==> config.mk <==
export PLATFORM = sky130hd
export DESIGN_NAME = cs_window_filter_flat
export DESIGN_NICKNAME = d
export VERILOG_FILES = /design/src/rtl/cs_window_filter_pkg.sv /design/src/rtl/cs_window_filter_if.sv /design/src/rtl/cs_window_filter_approx_select.sv /design/src/rtl/cs_window_filter.sv /design/src/flat_wrapper.sv
export SDC_FILE = /design/constraint.sdc
export NUM_CORES = 1
export LEC_CHECK = 0
export ABC_AREA = 1
export ABC_CLOCK_PERIOD_IN_PS = 30500
export BUFFER_PORTS_ARGS = -buffer_cell sky130_fd_sc_hd__buf_2
export CAP_MARGIN = 20
export CORE_ASPECT_RATIO = 1.4
export CORE_MARGIN = 2
export CORE_UTILIZATION = 50
export CTS_CLUSTER_SIZE = 28
export DETAILED_ROUTE_END_ITERATION = 8
export GPL_TIMING_DRIVEN = 0
export PLACE_DENSITY = 0.66
export SYNTH_ARGS = -nofsm -noshare
export SYNTH_HDL_FRONTEND = slang
export SYNTH_SLANG_ARGS = --single-unit
export TNS_END_PERCENT = 30
==> constraint.sdc <==
create_clock -name clk -period 30.5 [get_ports clk]
set_input_delay 1.525 -clock clk [delete_from_list [all_inputs] [get_ports clk]]
set_output_delay 1.525 -clock clk [all_outputs]
set_load 0.02 [all_outputs]
==> src/rtl/cs_window_filter_pkg.sv <==
// cs_window_filter shared package
// Width helpers and mode encodings
package cs_pkg;

  localparam logic CS_MODE_APPR = 1'b0;
  localparam logic CS_MODE_AVG  = 1'b1;

  function automatic int sum_w(int dw, int win);
    return dw + $clog2(win);
  endfunction

  function automatic int int_w(int dw, int win);
    return dw + $clog2(2 * win);
  endfunction

  function automatic int out_w(int dw, int win, int shift);
    return int_w(dw, win) - shift;
  endfunction

endpackage

==> src/rtl/cs_window_filter_if.sv <==
// cs_window_filter sample/result interface
// Source drives samples, filter returns results
interface cs_window_filter_if #(
  parameter int DW = 8,
  parameter int OW = 10
);

  logic          in_valid;
  logic [DW-1:0] X;
  logic          mode;
  logic          flush;
  logic          out_valid;
  logic [OW-1:0] Y;

  modport master (
    output in_valid, X, mode, flush,
    input  out_valid, Y
  );

  modport slave (
    input  in_valid, X, mode, flush,
    output out_valid, Y
  );

endinterface

==> src/rtl/cs_window_filter_approx_select.sv <==
// cs_approx_select: largest window entry
// not exceeding the window average
module cs_approx_select
  import cs_pkg::*;
#(
  parameter int DW  = 8,
  parameter int WIN = 9,
  parameter int SW  = 12
) (
  input  logic [WIN-1:0][DW-1:0] win,
  input  logic [SW-1:0]          sum,
  output logic [DW-1:0]          xappr
);

  // x <= sum/WIN tested as x*WIN <= sum
  always_comb begin
    xappr = '0;
    for (int i = 0; i < WIN; i++) begin
      if ((SW'(win[i]) * SW'(WIN) <= sum) &&
          (win[i] > xappr)) begin
        xappr = win[i];
      end
    end
  end

endmodule

==> src/rtl/cs_window_filter.sv <==
// cs_window_filter: sliding-window CS smoother
// with flush and plain-average mode
module cs_window_filter
  import cs_pkg::*;
#(
  parameter int DW    = 8,
  parameter int WIN   = 9,
  parameter int SHIFT = 3
) (
  input  logic              clk,
  input  logic              reset,
  cs_window_filter_if.slave bus
);

  localparam int SW = sum_w(DW, WIN);
  localparam int IW = int_w(DW, WIN);
  localparam int OW = out_w(DW, WIN, SHIFT);
  localparam int PW = $clog2(WIN);
  localparam int FW = $clog2(WIN + 1);
  localparam logic [PW-1:0] PTR_LAST  = PW'(WIN - 1);
  localparam logic [FW-1:0] FILL_FULL = FW'(WIN);
  localparam logic [FW-1:0] FILL_LAST = FW'(WIN - 1);

  logic [WIN-1:0][DW-1:0] win_q;
  logic [PW-1:0]          ptr_q;
  logic [FW-1:0]          fill_q;
  logic [SW-1:0]          sum_q;
  logic                   v1_q;
  logic                   m1_q;
  logic                   v2_q;
  logic [SW-1:0]          sum2_q;
  logic [DW-1:0]          xap2_q;
  logic                   ov_q;
  logic [OW-1:0]          y_q;

  logic          full;
  logic [DW-1:0] oldest;
  logic [SW-1:0] sum_nx;
  logic [PW-1:0] ptr_nx;
  logic [DW-1:0] x_cs;
  logic [DW-1:0] x_avg;
  logic [DW-1:0] x_sel;
  logic [IW-1:0] y_full;

  assign full   = (fill_q == FILL_FULL);
  assign oldest = full ? win_q[ptr_q] : '0;
  assign sum_nx = sum_q + SW'(bus.X) - SW'(oldest);
  assign ptr_nx = (ptr_q == PTR_LAST) ? '0
                                      : ptr_q + PW'(1);

  cs_approx_select #(
    .DW  (DW),
    .WIN (WIN),
    .SW  (SW)
  ) u_sel (
    .win   (win_q),
    .sum   (sum_q),
    .xappr (x_cs)
  );

  assign x_avg  = DW'(sum_q / SW'(WIN));
  assign x_sel  = (m1_q == CS_MODE_AVG) ? x_avg : x_cs;
  assign y_full = IW'(sum2_q) + IW'(WIN) * IW'(xap2_q);

  // S1: window, pointer, fill and running sum
  always_ff @(posedge clk or negedge reset) begin
    if (!reset) begin
      win_q  <= '0;
      ptr_q  <= '0;
      fill_q <= '0;
      sum_q  <= '0;
      v1_q   <= 1'b0;
      m1_q   <= CS_MODE_APPR;
    end else if (bus.flush) begin
      ptr_q  <= bus.in_valid ? PW'(1) : '0;
      fill_q <= bus.in_valid ? FW'(1) : '0;
      sum_q  <= bus.in_valid ? SW'(bus.X) : '0;
      if (bus.in_valid) win_q[0] <= bus.X;
      v1_q   <= 1'b0;
      m1_q   <= bus.mode;
    end else begin
      v1_q <= bus.in_valid && (fill_q >= FILL_LAST);
      if (bus.in_valid) begin
        win_q[ptr_q] <= bus.X;
        ptr_q        <= ptr_nx;
        sum_q        <= sum_nx;
        m1_q         <= bus.mode;
        if (!full) fill_q <= fill_q + FW'(1);
      end
    end
  end

  // S2 selection and output; flush kills in-flight results
  always_ff @(posedge clk or negedge reset) begin
    if (!reset) begin
      v2_q   <= 1'b0;
      sum2_q <= '0;
      xap2_q <= '0;
      ov_q   <= 1'b0;
      y_q    <= '0;
    end else begin
      v2_q <= v1_q && !bus.flush;
      if (v1_q) begin
        sum2_q <= sum_q;
        xap2_q <= x_sel;
      end
      ov_q <= v2_q && !bus.flush;
      if (v2_q && !bus.flush) y_q <= y_full[IW-1:SHIFT];
    end
  end

  assign bus.out_valid = ov_q;
  assign bus.Y         = y_q;

endmodule
==> src/flat_wrapper.sv <==
// flat-port wrapper written by rule: the top's interface ports become plain ports
module cs_window_filter_flat import cs_pkg::*;
#(
  parameter int DW    = 8,
  parameter int WIN   = 9,
  parameter int SHIFT = 3
)
  (clk, reset, bus_in_valid, bus_X, bus_mode, bus_flush, bus_out_valid, bus_Y);
  cs_window_filter_if #(.DW(DW)) bus_i ();
  input  logic clk;
  input  logic reset;
  input wire logic [$bits(bus_i.in_valid)-1:0] bus_in_valid;
  input wire logic [$bits(bus_i.X)-1:0] bus_X;
  input wire logic [$bits(bus_i.mode)-1:0] bus_mode;
  input wire logic [$bits(bus_i.flush)-1:0] bus_flush;
  output wire logic [$bits(bus_i.out_valid)-1:0] bus_out_valid;
  output wire logic [$bits(bus_i.Y)-1:0] bus_Y;
  assign bus_i.in_valid = bus_in_valid;
  assign bus_i.X = bus_X;
  assign bus_i.mode = bus_mode;
  assign bus_i.flush = bus_flush;
  assign bus_out_valid = bus_i.out_valid;
  assign bus_Y = bus_i.Y;
  cs_window_filter #(.DW(DW), .WIN(WIN), .SHIFT(SHIFT)) u_core (.clk(clk), .reset(reset), .bus(bus_i));
endmodule
Word-level counts from Yosys, hierarchy flattened
Cells that the tools add are included.

Add/sub/neg operators: 5. Multipliers: 10. Divide/modulo/power cells: 1. $lt $le $gt $ge: 21. Equal/unequal tests: 3. Multiplexer cells: 32. Bitwise gates (word level): 1. Reduce and logical (&&, ||, !) cells: 17.

Operators with widths (count): $mux W8 (17); $le A12 B12 Y1 (9); $mul A8 B4 Y12 const B (9); $bwmux W72 (1); $gt A8 B8 Y1 (8); $bmux W8 S4 (1); $demux W8 S4 (1); $mux W12 (2); $mux W4 (6); $add A12 B12 Y13 (1); $logic_and A1 B1 Y1 (13); $add A12 B8 Y12 (1); $div A12 B4 Y12 const B (1); $mul A4 B8 Y12 const A (1); $sub A12 B8 Y12 (1); $add A4 B1 Y4 const B (2); $eq A4 B4 Y1 const B (2); $gt A8 B1 Y1 const B (1); $lt A4 B5 Y1 const B (1); $ge A4 B1 Y1 const B (1); $ge A4 B4 Y1 const B (1); $mux W1 (4); $reduce_and A2 Y1 (2); $ne A2 B2 Y1 const B (1); other kinds (3) (3).

Bits in registers: 126. Input port bits: 13. Output and inout bits: 11. Logic and storage cells: 109.

Longest topological paths before layout
Gate-level depths: netlist (run 1).

Depth in word-level cells: 29. Mapped depth: 112. Mapped depth without buffers: 106.

Cells and area by module
Synthesis (run 1) repeated with hierarchy kept, for this count alone.

Cells, all modules: 2247. Area, all modules: 15984.1 µm².

By module, submodules not included: cs_window_filter (instances 1, cells an instance 1141, area an instance 8555.7 µm², sequential area each 3153.0 µm²); cs_approx_select (instances 1, cells an instance 1106, area an instance 7428.4 µm², sequential area each 0.0 µm²).

Least setup slack after synthesis (run 1)
OpenSTA, ideal clock, no wires.

Kind: register to register. Start point: register u_core.win_q[1] (netlist name). End point: register u_core.xap2_q[6]. Setup time: 77 ps. Data arrival time: 13228 ps. Data required time: 30423 ps. Slack: 17195 ps. Cell stages (with the launch flop): 90. Path buffers: 7. Period minus slack after synthesis: 13305 ps. Cells stage by stage: dfrtp_1 -> ha_1 -> ha_1 -> inv_1 -> fa_1 -> o21ai_0 -> nand2_1 -> a21oi_1 -> xor2_1 -> ha_1 -> nand2_1 -> inv_2 -> nand2_1 -> inv_1 -> nand2_1 -> nand3_1 -> nand2_1 -> nand2_1 -> [54 not listed] -> o21a_1 -> inv_1 -> ha_1 -> a21oi_1 -> nor2_1 -> a211oi_1 -> nand2_2 -> nand2_4 -> nand2_1 -> and2_1 -> ha_1 -> nand4_1 -> o311ai_0 -> clkbuf_1 -> o21ai_0 -> inv_1 -> nand2_1 -> a21oi_1.

Word-level cells in the longest chain between the ends: 29. Elaborated cells between the ends (all ways): 30. Those cells by class: mul: 1; order compare: 10; mux: 10; reduce/logical: 9.

Ends and longest elaborated chain: from (decl) (line cs_window_filter.sv:24) `logic [WIN-1:0][DW-1:0] win_q;`; from (signal, indexed assignment) (line cs_window_filter.sv:84) `win_q[ptr_q] <= bus.X;`; $mul A8 B4 Y12 (line cs_window_filter_approx_select.sv:19) `if ((SW'(win[i]) * SW'(WIN) <= sum) &&`; $le A12 B12 Y1 (line cs_window_filter_approx_select.sv:19); $logic_and A1 B1 Y1 (line cs_window_filter_approx_select.sv:19); $mux W8 * (line cs_window_filter_approx_select.sv:19); $gt A8 B8 Y1 (line cs_window_filter_approx_select.sv:20) `(win[i] > xappr)) begin`; $logic_and A1 B1 Y1 (line cs_window_filter_approx_select.sv:19); $mux W8 * (line cs_window_filter_approx_select.sv:19); $gt A8 B8 Y1 (line cs_window_filter_approx_select.sv:20); [13 not listed]; $mux W8 * (line cs_window_filter_approx_select.sv:19); $gt A8 B8 Y1 (line cs_window_filter_approx_select.sv:20); $logic_and A1 B1 Y1 (line cs_window_filter_approx_select.sv:19); $mux W8 * (line cs_window_filter_approx_select.sv:19); $gt A8 B8 Y1 (line cs_window_filter_approx_select.sv:20); $logic_and A1 B1 Y1 (line cs_window_filter_approx_select.sv:19); $mux W8 * (line cs_window_filter_approx_select.sv:19); $mux W8 * (line cs_window_filter.sv:62) `assign x_sel = (m1_q == CS_MODE_AVG) ? x_avg : x_cs;`; to (signal assigned) (line cs_window_filter.sv:105) `xap2_q <= x_sel;`; to (decl) (line cs_window_filter.sv:32) `logic [DW-1:0] xap2_q;`.

Mark *: on every way between the ends. The rest lies on a longest branch, timed or not. A chain may end at the register's enable or synchronous reset.

Worst setup path in the final report (run 1)
Start point: register u_core.win_q[1] (netlist name). End point: register u_core.xap2_q[1].

The elaborated chain is that of the path after synthesis.

==> run summary, run 1 <==
======================================================================================
HPWL after detailed placement                                                  36.3 mm
Crit path DAT                                                                 16.22 ns
Cell Count, Final, Fillers Out                                                   2,570
Crit path kind                                                            flip-flop to flip-flop
Sequential cell area fraction in the yosys report                                20.4%
Count of flip-flops with a built-in enable after synthesis                           0
Net Count, Synth                                                                 2,453
Number of storage elements in the synthesis netlist                                126
Fraction of met3 tracks used by global routing                                   3.25%
Cell count after placement                                                       2,535
Worst Setup End Kind                                                         flip-flop
Clock slew at the register clock pins of the worst setup and hold paths        0.06 ns
Vias after detailed routing                                                     14,500
Number of hold violations in the final report                                        0
# IOs                                                                               24
Slowest-stage cell, CP                                                        o311ai_0
Width of the die                                                           153 microns
Period utilization                                                               52.2%
Detailed-route vias per instance                                                  5.64
Post-route ant nets                                                                  0
Initial standard-cell utilization of the core                                    50.4%
Drt first pass iters                                                                 7
Hold buffer count at cts                                                             0
Global-route track usage on met2                                                 54.9%
Via count of the first global-routing pass                                      14,600
Layer with the highest usage                                                      met2
Setup WS pre-CTS                                                              14.79 ns
Total die area                                                            32,300 sq um
Global placer's final weighted congestion                                        0.965
Number of buffers added by the clock tree synthesis step                            17
Clock network latency to the later pin of the worst-skew pair                  0.43 ns
Ratio of cells with drive above 1 in the final layout                            8.31%
Initial antenna violation count                                                      0
Maximum buffer depth of the clock tree                                               2
Met1 track demand over resource                                                  32.1%
Maximum number of pins on one net before global-route repair                        98
Actual transition at the worst max-transition pin                              1.12 ns
Most numerous cell on the critical path                                        nand2_1
Area inside the core boundary                                             30,600 sq um
Global-route total usage across every layer                                      29.7%
Warnings, synthesis                                                                  0
CP required                                                                   30.81 ns
Setup total negative slack                                                        0 ns
Max Cap Violations                                                                   0
Post-synth ARST share                                                             100%
Total Routed Length                                                            46.8 mm
Post-synthesis cell area                                                  15,400 sq um
Signed area change from the synthesized netlist to the final layout              8.82%
RSZ-0062 raised after global routing                                                no
First-pass GRT wire length                                                     75.4 mm
Layout net count                                                                 2,496
Time the final worst path needs with I/O delays and setup                     15.91 ns
Library cells used by synthesis                                                     62
Height of the die                                                          212 microns
Count of unresolved DRC violations after routing                                     0
Number of gates resized after cts                                                    0
Routed length per instance                                                18.2 microns
Maximum fanout encountered on the critical timing path                              10
Final count of negative-setup-slack endpoints                                        0
Number of buffers inserted by post-CTS setup repair                                  0
Normalized max-slew margin                                                       25.2%
Root Driver                                                                  clkbuf_16
Site Rows                                                                           76
Buffers on Ports                                                                    21
Most used flip-flop cell after synthesis                                       dfrtp_1
Maximum single-stage delay on the critical path                                0.83 ns
CTS H-tree depth                                                                     4
Final worst-path setup slack                                                  14.59 ns
Mean instance size in the synthesized netlist                               7.27 sq um
Remaining global-route overflow                                                      0
Synthesized netlist cell count                                                   2,123
TritonCTS clock tree                                                              done
Startpoint type of the worst setup path                                      flip-flop
Clk sink count                                                                     126
Run status                                                                finished clean
Initial drt markers                                                                999
Fmax                                                                          62.8 MHz
Clock skew after layout                                                     0.00769 ns
Pins over their slew limit                                                           0
Worst min path class                                                      flip-flop to flip-flop
======================================================================================
## synthesized netlist by cell type (5+ instances only)
| master | count | share of area (%) |
|---|---|---|
| xor2_1 | 41 | 2.3 |
| dfrtp_1 | 126 | 20 |
| a311oi_1 | 8 | 0.45 |
| a21oi_2 | 9 | 0.51 |
| o21a_1 | 11 | 0.53 |
| o221ai_1 | 8 | 0.45 |
| and2_1 | 9 | 0.36 |
| nor2_2 | 18 | 0.73 |
| o21ai_0 | 200 | 6.5 |
| o211ai_1 | 13 | 0.63 |
| a21o_1 | 7 | 0.34 |
| nor2_4 | 5 | 0.36 |
| nand2_1 | 413 | 10 |
| nand4_1 | 29 | 1.2 |
| a211oi_1 | 10 | 0.49 |
| nor3_1 | 9 | 0.29 |
| nor2_1 | 113 | 2.7 |
| clkbuf_1 | 36 | 0.87 |
| o22ai_1 | 7 | 0.28 |
| inv_2 | 24 | 0.58 |
| nor4_1 | 5 | 0.20 |
| a21oi_1 | 159 | 5.2 |
| fa_1 | 22 | 2.9 |
| xor2_2 | 5 | 0.53 |
| clkinv_1 | 6 | 0.15 |
| nand2_2 | 38 | 1.5 |
| xnor2_1 | 25 | 1.4 |
| o21bai_1 | 9 | 0.44 |
| nand3_1 | 95 | 3.1 |
| inv_1 | 314 | 7.6 |
| ha_1 | 295 | 24 |
## layout make-up
class	instances	area, sq um
repair buffers	24	194
plain buffers	39	148
flip-flops and latches	126	3150
inverters	346	1300
well taps	390	488
fillers	2956	13800
clock buffers	18	439
multi-input cells	1612	10800
diodes	1	2.50
clock inverters	14	239
## stage by stage
stage,hold slack [ns],util [%],area [sq um]
after global placement,0.464,52.4,16000
after CTS,0.482,54.7,16700
final,0.475,54.9,16800
after detailed placement,0.468,52.5,16100
after floorplan,0.452,-,15400
after global routing,0.502,54.9,16800
## flip-flops by register name, indices dropped and copies added, names as in the netlist
| signal | count |
|---|---|
| u_core.bus.Y | 10 |
| u_core.bus.out_valid | 1 |
| u_core.fill_q | 4 |
| u_core.m1_q | 1 |
| u_core.ptr_q | 4 |
| u_core.sum2_q | 12 |
| u_core.sum_q | 12 |
| u_core.v1_q | 1 |
| u_core.v2_q | 1 |
| u_core.win_q | 72 |
| u_core.xap2_q | 8 |
## cells by family (layout without fill, tap and decap cells)
kind of cell / after synthesis / in the layout / share of synthesized area (%)
adders and majority gates: 317 / 317 / 26.8
and+or+nand+nor: 754 / 754 / 21.9
buffers and inverters: 385 / 441 / 9.39
xor gates and xnor gates: 71 / 71 / 4.27
AOI/OAI and AO/OA: 470 / 470 / 17.3
DFF: 126 / 126 / 20.4
other: 0 / 1 / 0
## worst paths after layout
check	start	to	slack, ns	cells past startpoint
setup / recovery	u_core.win_q[1]$_DFFE_PN0P_	u_core.xap2_q[1]$_DFFE_PN0P_	14.59	88
hold / removal	u_core.bus.Y[1]$_DFFE_PN0P_	u_core.bus.Y[1]$_DFFE_PN0P_	0.48	2
setup reg to reg	u_core.win_q[1]$_DFFE_PN0P_	u_core.xap2_q[1]$_DFFE_PN0P_	14.59	88
hold reg to reg	u_core.bus.Y[1]$_DFFE_PN0P_	u_core.bus.Y[1]$_DFFE_PN0P_	0.48	2
max in group asynchronous	reset	u_core.win_q[10]$_DFFE_PN0P_	28.73	2
min in group asynchronous	reset	u_core.bus.Y[4]$_DFFE_PN0P_	0.97	1
## cells in the final DEF, fill, tap and decap left out, drive strengths merged, types with 10 or more instances in the layout
| cell type | n |
|---|---|
| a211oi | 10 |
| a21oi | 168 |
| and2 | 11 |
| buf | 27 |
| clkbuf | 54 |
| clkinv | 11 |
| dfrtp | 126 |
| fa | 22 |
| ha | 295 |
| inv | 340 |
| nand2 | 455 |
| nand3 | 99 |
| nand4 | 31 |
| nor2 | 137 |
| nor3 | 10 |
| o211ai | 13 |
| o21a | 11 |
| o21ai | 207 |
| xnor2 | 25 |
| xor2 | 46 |
## critical path, delay by kind of cell (launching register included)
kind | cells | cell delay, ns
AOI/OAI and AO/OA | 24 | 5.40
xor gates and xnor gates | 1 | 0.17
adders and majority gates | 12 | 3.64
buffers and inverters | 14 | 2.35
DFF | 1 | 0.46
and+or+nand+nor | 37 | 3.75
## layer usage
layer | routed length, microns | vias to the layer above
li1 | - | 7173
met1 | 18100 | 6767
met2 | 23900 | 416
met3 | 1590 | 151
met4 | 3280 | 0
met5 | 0 | -
Power of run 1 is not shown: default switching activity piles up to over one toggle a cycle in this logic, so the estimate is an artifact.
==> run 2, diff against run 1 <==
Settings changed: ABC_AREA 1 to 0, ABC_CLOCK_PERIOD_IN_PS 30500 to 15800.
Clock period 30.5 ns to 15.8 ns, I/O delays scaled along.
==> run summary, run 2 <==
======================================================================================
Area of combinational cells with multiple inputs                          12,900 sq um
Clk sink count                                                                     126
Total Routed Length                                                            52.2 mm
Count of unresolved DRC violations after routing                                     0
Post-synth ARST share                                                             100%
Register-to-register path setup slack                                         -1.60 ns
Commonest non-fill, non-tap cell in the layout                                    ha_1
Number of storage elements in the synthesis netlist                                126
Hold buffer count at cts                                                             0
Largest registers                                                         u_core.win_q x72, u_core.sum2_q x12, u_core.sum_q x12
Area of all sequential standard cells                                       3160 sq um
Initial drt markers                                                              1,110
CTS H-tree depth                                                                     4
Global-route total usage across every layer                                      31.0%
Area inside the core boundary                                             31,600 sq um
Warnings, synthesis                                                                  0
Via count of the first global-routing pass                                      15,400
Startpoint type of the worst setup path                                      flip-flop
Most numerous cell on the critical path                                          buf_4
Vias after detailed routing                                                     15,200
Final count of negative-setup-slack endpoints                                        8
Routed length per instance                                                21.3 microns
Highest-count cells in the layout ignoring fill and taps                  ha_1 (264), inv_1 (166), nand2_1 (165)
Initial standard-cell utilization of the core                                    50.9%
Violated checks                                                           setup timing
Run status                                                                finished, violations left
Largest register by flop count                                            u_core.win_q
Width of the die                                                           156 microns
Maximum buffer depth of the clock tree                                               2
Slowest-stage cell, CP                                                          o41a_1
Most repeated cell in the gate-level netlist after synthesis                      ha_1
RSZ-0062 raised after global routing                                               yes
Clock network latency to the later pin of the worst-skew pair                  0.44 ns
Mean instance size in the synthesized netlist                               8.42 sq um
Area share of the largest cell type after synthesis                              23.0%
Normalized max-slew margin                                                       20.0%
Filler Cell Count                                                                2,730
Signed area change from the synthesized netlist to the final layout              19.0%
Count of flip-flops with a built-in enable after synthesis                           0
Post-route ant nets                                                                  0
Instance area at placement                                                17,000 sq um
Flip-flop count of the largest register after layout                                72
Synthesized netlist cell count                                                   1,910
HPWL after detailed placement                                                  38.0 mm
Clock slew at the register clock pins of the worst setup and hold paths        0.06 ns
Global placer's final weighted congestion                                        0.924
Pins over their slew limit                                                           0
Initial antenna violation count                                                      0
Maximum fanout encountered on the critical timing path                               8
Startpoint of the most critical register-to-register path                 u_core.win_q[2]$_DFFE_PN0P_
# IOs                                                                               24
Root Driver                                                                  clkbuf_16
Period utilization                                                                110%
Crit path kind                                                            flip-flop to flip-flop
Max Cap Violations                                                                   0
Actual transition at the worst max-transition pin                              1.19 ns
Layout net count                                                                 2,371
Fmax                                                                          57.5 MHz
First element of the critical path                                        u_core.win_q[2]$_DFFE_PN0P_
TritonCTS clock tree                                                              done
Detailed-route vias per instance                                                  6.21
Time the final worst path needs with I/O delays and setup                     17.40 ns
Cell accounting for the most synthesized area                                     ha_1
Clock skew after layout                                                     0.00961 ns
Capture point of the worst path                                           u_core.xap2_q[1]$_DFFE_PN0P_
Cell count of the worst reg-to-reg path                                            101
Total die area                                                            33,600 sq um
Number of buffers added by the clock tree synthesis step                            17
Ratio of cells with drive above 1 in the final layout                            19.1%
Worst Setup End Kind                                                         flip-flop
Net Count, Synth                                                                 2,240
Endpoint of the lowest-slack register-to-register path                    u_core.xap2_q[1]$_DFFE_PN0P_
Most used flip-flop cell after synthesis                                       dfrtp_1
Drt first pass iters                                                                 6
Buffers on Ports                                                                    23
Sequential cell area fraction in the yosys report                                19.6%
Maximum number of pins on one net before global-route repair                        71
Number of hold violations in the final report                                        0
Total non-filler cell area in the finished layout                         19,100 sq um
Library cells used by synthesis                                                     99
Post-synthesis cell area                                                  16,100 sq um
Final worst-path setup slack                                                  -1.60 ns
First-pass GRT wire length                                                     81.4 mm
Top post-synthesis cells by area                                          ha_1 (23%), dfrtp_1 (20%), o21ai_0 (4.8%)
Layout Utilization                                                               60.5%
Synth top cells by count                                                  ha_1 (295), inv_1 (187), nand2_1 (174)
Maximum single-stage delay on the critical path                                0.55 ns
Height of the die                                                          216 microns
Crit path DAT                                                                 17.75 ns
CP required                                                                   16.15 ns
Worst min path class                                                      input pin to async pin
Site Rows                                                                           77
Remaining global-route overflow                                                      0
======================================================================================
==> run 2: cells by family after synthesis <==
family	synth area share, %
buf+inv	6.09
fa+ha+maj	25.8
mux	6.47
compound gates	22.8
simple gates	14.7
flops	19.6
xor+xnor	4.47
==> run 2: worst max-delay path: cells and delay by family (launching register included) <==
family                   cells  cell delay, ns
AO/OA/AOI/OAI               32            5.98
XOR/XNOR                     1            0.14
adder cells (fa/ha/maj)     10            2.67
buffers and inverters       29            3.47
flip-flops                   1            0.46
multiplexers                 4            1.18
AND/OR/NAND/NOR             25            3.36
==> run 2: final cells by class <==
class                           count  share of cell area [%]
Antenna cell                        1                  0.0131
Multi-Input combinational cell   1526                    67.5
Buffer                             59                    1.56
Clock buffer                       22                    2.48
Clock inverter                     10                   0.713
Tap cell                          395                    2.58
Sequential cell                   126                    16.5
Inverter                          198                    3.90
Timing Repair Buffer              113                    4.79
==> run 2: repair_timing <==
action / 4_1_cts / 5_1_grt
endpoints found under the setup margin: 8 / 8
cloned: 5 / 0
pin swaps: 55 / 45
hold endpoints to repair: 0 / 0
resized for setup: 106 / 61
buffers inserted: 67 / 16
==> run 2: through the flow <==
step / setup WS (ns) / hold slack [ns] / setup TNS, ns / std cells
CTS: -0.961 / 0.349 / -7.13 / 2433
finish: -1.60 / 0.329 / -12.06 / 2450
global placement: -2.51 / 0.459 / -19.60 / 2328
detailed placement: -2.83 / 0.465 / -21.93 / 2330
global route: -2.36 / 0.363 / -18.26 / 2449
floorplan: -0.541 / 0.480 / -3.87 / 1910
==> run 2: how the worst min path moves through the flow <==
stage,startpoint,slack [ns],cells after the start,end
after floorplan,u_core.sum2_q[0]$_DFFE_PN0P_,0.48,1,u_core.sum2_q[0]$_DFFE_PN0P_
after CTS,reset,0.35,1,u_core.sum_q[10]$_DFFE_PN0P_
after detailed placement,u_core.bus.Y[4]$_DFFE_PN0P_,0.46,2,u_core.bus.Y[4]$_DFFE_PN0P_
final,reset,0.33,1,u_core.sum_q[10]$_DFFE_PN0P_
after global placement,u_core.bus.Y[4]$_DFFE_PN0P_,0.46,2,u_core.bus.Y[4]$_DFFE_PN0P_
after global routing,reset,0.36,1,u_core.sum_q[10]$_DFFE_PN0P_
==> run 2: layer usage <==
| layer | vias to the layer above | track usage [%] | wire, microns |
|---|---|---|---|
| li1 | 7183 | - | - |
| met1 | 7274 | 33.4 | 19600 |
| met2 | 557 | 56.4 | 26500 |
| met3 | 189 | 3.62 | 2310 |
| met4 | 0 | 20.8 | 3850 |
| met5 | - | 0 | 0 |
Power of run 2 is left out for the same reason.
==> run 3, diff against run 2 <==
Settings changed: CELL_PAD_IN_SITES_DETAIL_PLACEMENT set to 0, CELL_PAD_IN_SITES_GLOBAL_PLACEMENT set to 1, PLACE_DENSITY 0.66 to not set, PLACE_DENSITY_LB_ADDON set to 0.1.
==> run summary, run 3 (synthesized netlist as in run 2, its figures left out) <==
======================================================================================
Largest register by flop count                                            u_core.win_q
Layout net count                                                                 2,391
Number of buffers and inverters on the critical path                                16
Detailed-route vias per instance                                                  6.03
Worst Setup End Kind                                                         flip-flop
Clk sink count                                                                     126
Width of the die                                                           156 microns
Hold buffer count at cts                                                             0
Initial standard-cell utilization of the core                                    50.9%
Remaining global-route overflow                                                      0
Via count of the first global-routing pass                                      14,900
Largest registers                                                         u_core.win_q x72, u_core.sum2_q x12, u_core.sum_q x12
Total Routed Length                                                            51.7 mm
Fmax                                                                          58.7 MHz
Worst min path class                                                      input pin to async pin
# IOs                                                                               24
Global-route total usage across every layer                                      30.8%
Maximum number of pins on one net before global-route repair                        91
Crit path kind                                                            flip-flop to flip-flop
Cell family with most CP delay                                            compound AO/OA/AOI/OAI gates
Flip-flop count of the largest register after layout                                72
Count of unresolved DRC violations after routing                                     0
Filler Cell Count                                                                2,842
Buffers on Ports                                                                    23
Area inside the core boundary                                             31,600 sq um
Ratio of cells with drive above 1 in the final layout                            18.6%
Run status                                                                finished, violations left
Initial antenna violation count                                                      0
Period utilization                                                                108%
Time the final worst path needs with I/O delays and setup                     17.03 ns
Maximum fanout encountered on the critical timing path                               8
Clock skew after layout                                                     0.00910 ns
Vias after detailed routing                                                     14,900
Maximum buffer depth of the clock tree                                               2
Post-route ant nets                                                                  0
Root Driver                                                                  clkbuf_16
Clock slew at the register clock pins of the worst setup and hold paths        0.06 ns
Final worst-path setup slack                                                  -1.23 ns
Initial drt markers                                                                944
Most numerous cell on the critical path                                           ha_4
Crit path DAT                                                                 17.38 ns
Actual transition at the worst max-transition pin                              1.11 ns
Number of buffers added by the clock tree synthesis step                            17
Drt first pass iters                                                                 7
HPWL after detailed placement                                                  39.0 mm
Signed area change from the synthesized netlist to the final layout              19.1%
Max Cap Violations                                                                   0
Inserted Diodes                                                                      0
CTS H-tree depth                                                                     4
Normalized max-slew margin                                                       26.2%
Violated checks                                                           setup timing
Commonest non-fill, non-tap cell in the layout                                    ha_1
Pins over their slew limit                                                           0
Global placer's final weighted congestion                                        0.931
Highest-count cells in the layout ignoring fill and taps                  ha_1 (271), inv_1 (174), nand2_1 (166)
Routed length per instance                                                20.9 microns
Clock network latency to the later pin of the worst-skew pair                  0.44 ns
Height of the die                                                          216 microns
First-pass GRT wire length                                                     80.5 mm
CP required                                                                   16.15 ns
Setup total negative slack                                                    -9.46 ns
Maximum single-stage delay on the critical path                                0.55 ns
Slowest-stage cell, CP                                                          o41a_1
Number of hold violations in the final report                                        0
Startpoint type of the worst setup path                                      flip-flop
TritonCTS clock tree                                                              done
Final count of negative-setup-slack endpoints                                        8
Total die area                                                            33,600 sq um
RSZ-0062 raised after global routing                                               yes
Site Rows                                                                           77
======================================================================================
-- run 3: cell type report --
type | count | area, sq um | area share, %
buffer | 59 | 288 | 1.50
clock buffer | 22 | 484 | 2.53
clock inverter | 7 | 135 | 0.706
inverter | 198 | 743 | 3.88
multi-input combinational | 1526 | 12800 | 66.6
sequential | 126 | 3160 | 16.5
tap | 395 | 494 | 2.58
timing repair buffer | 133 | 1090 | 5.69
-- run 3: per-stage QoR --
| stage | instance area (sq um) | setup WS (ns) | std cells | hold WS (ns) | util (%) |
|---|---|---|---|---|---|
| 6_report | 19100 | -1.23 | 2466 | 0.240 | 60.6 |
| 5_1_grt | 19100 | -2.16 | 2466 | 0.266 | 60.6 |
| 4_1_cts | 18700 | -1.01 | 2442 | 0.254 | 59.3 |
| 3_5_place_dp | 17000 | -2.94 | 2333 | 0.465 | 53.9 |
| 3_3_place_gp | 16900 | -2.74 | 2328 | 0.460 | 53.5 |
| 2_1_floorplan | 16300 | -0.541 | 1910 | 0.480 | - |
-- run 3: timing repair --
| action | 4_1_cts | 5_1_grt |
|---|---|---|
| pin swaps | 41 | 42 |
| setup endpoints to repair | 8 | 8 |
| gates cloned | 4 | 0 |
| buffers inserted | 77 | 25 |
| resized for setup | 81 | 55 |
| hold endpoints to repair | 0 | 0 |
-- run 3: final timing paths --
check,start,end,slack (ns),cells after the start
max,u_core.win_q[4]$_DFFE_PN0P_,u_core.xap2_q[5]$_DFFE_PN0P_,-1.23,100
min,reset,u_core.sum_q[11]$_DFFE_PN0P_,0.24,1
max reg2reg,u_core.win_q[4]$_DFFE_PN0P_,u_core.xap2_q[5]$_DFFE_PN0P_,-1.23,100
min reg2reg,u_core.bus.Y[2]$_DFFE_PN0P_,u_core.bus.Y[2]$_DFFE_PN0P_,0.47,2
max in group asynchronous,reset,u_core.bus.Y[9]$_DFFE_PN0P_,14.75,2
min in group clk,u_core.bus.Y[2]$_DFFE_PN0P_,u_core.bus.Y[2]$_DFFE_PN0P_,0.47,2
-- run 3: layer usage --
layer	part of all wire [%]	GRT usage, %	vias up
met5	0	0	-
met4	6.7	18.7	0
met3	2.7	2.72	156
met2	51	56.3	336
met1	40	34.4	7165
li1	-	-	7222
Power of run 3 is left out for the same reason.
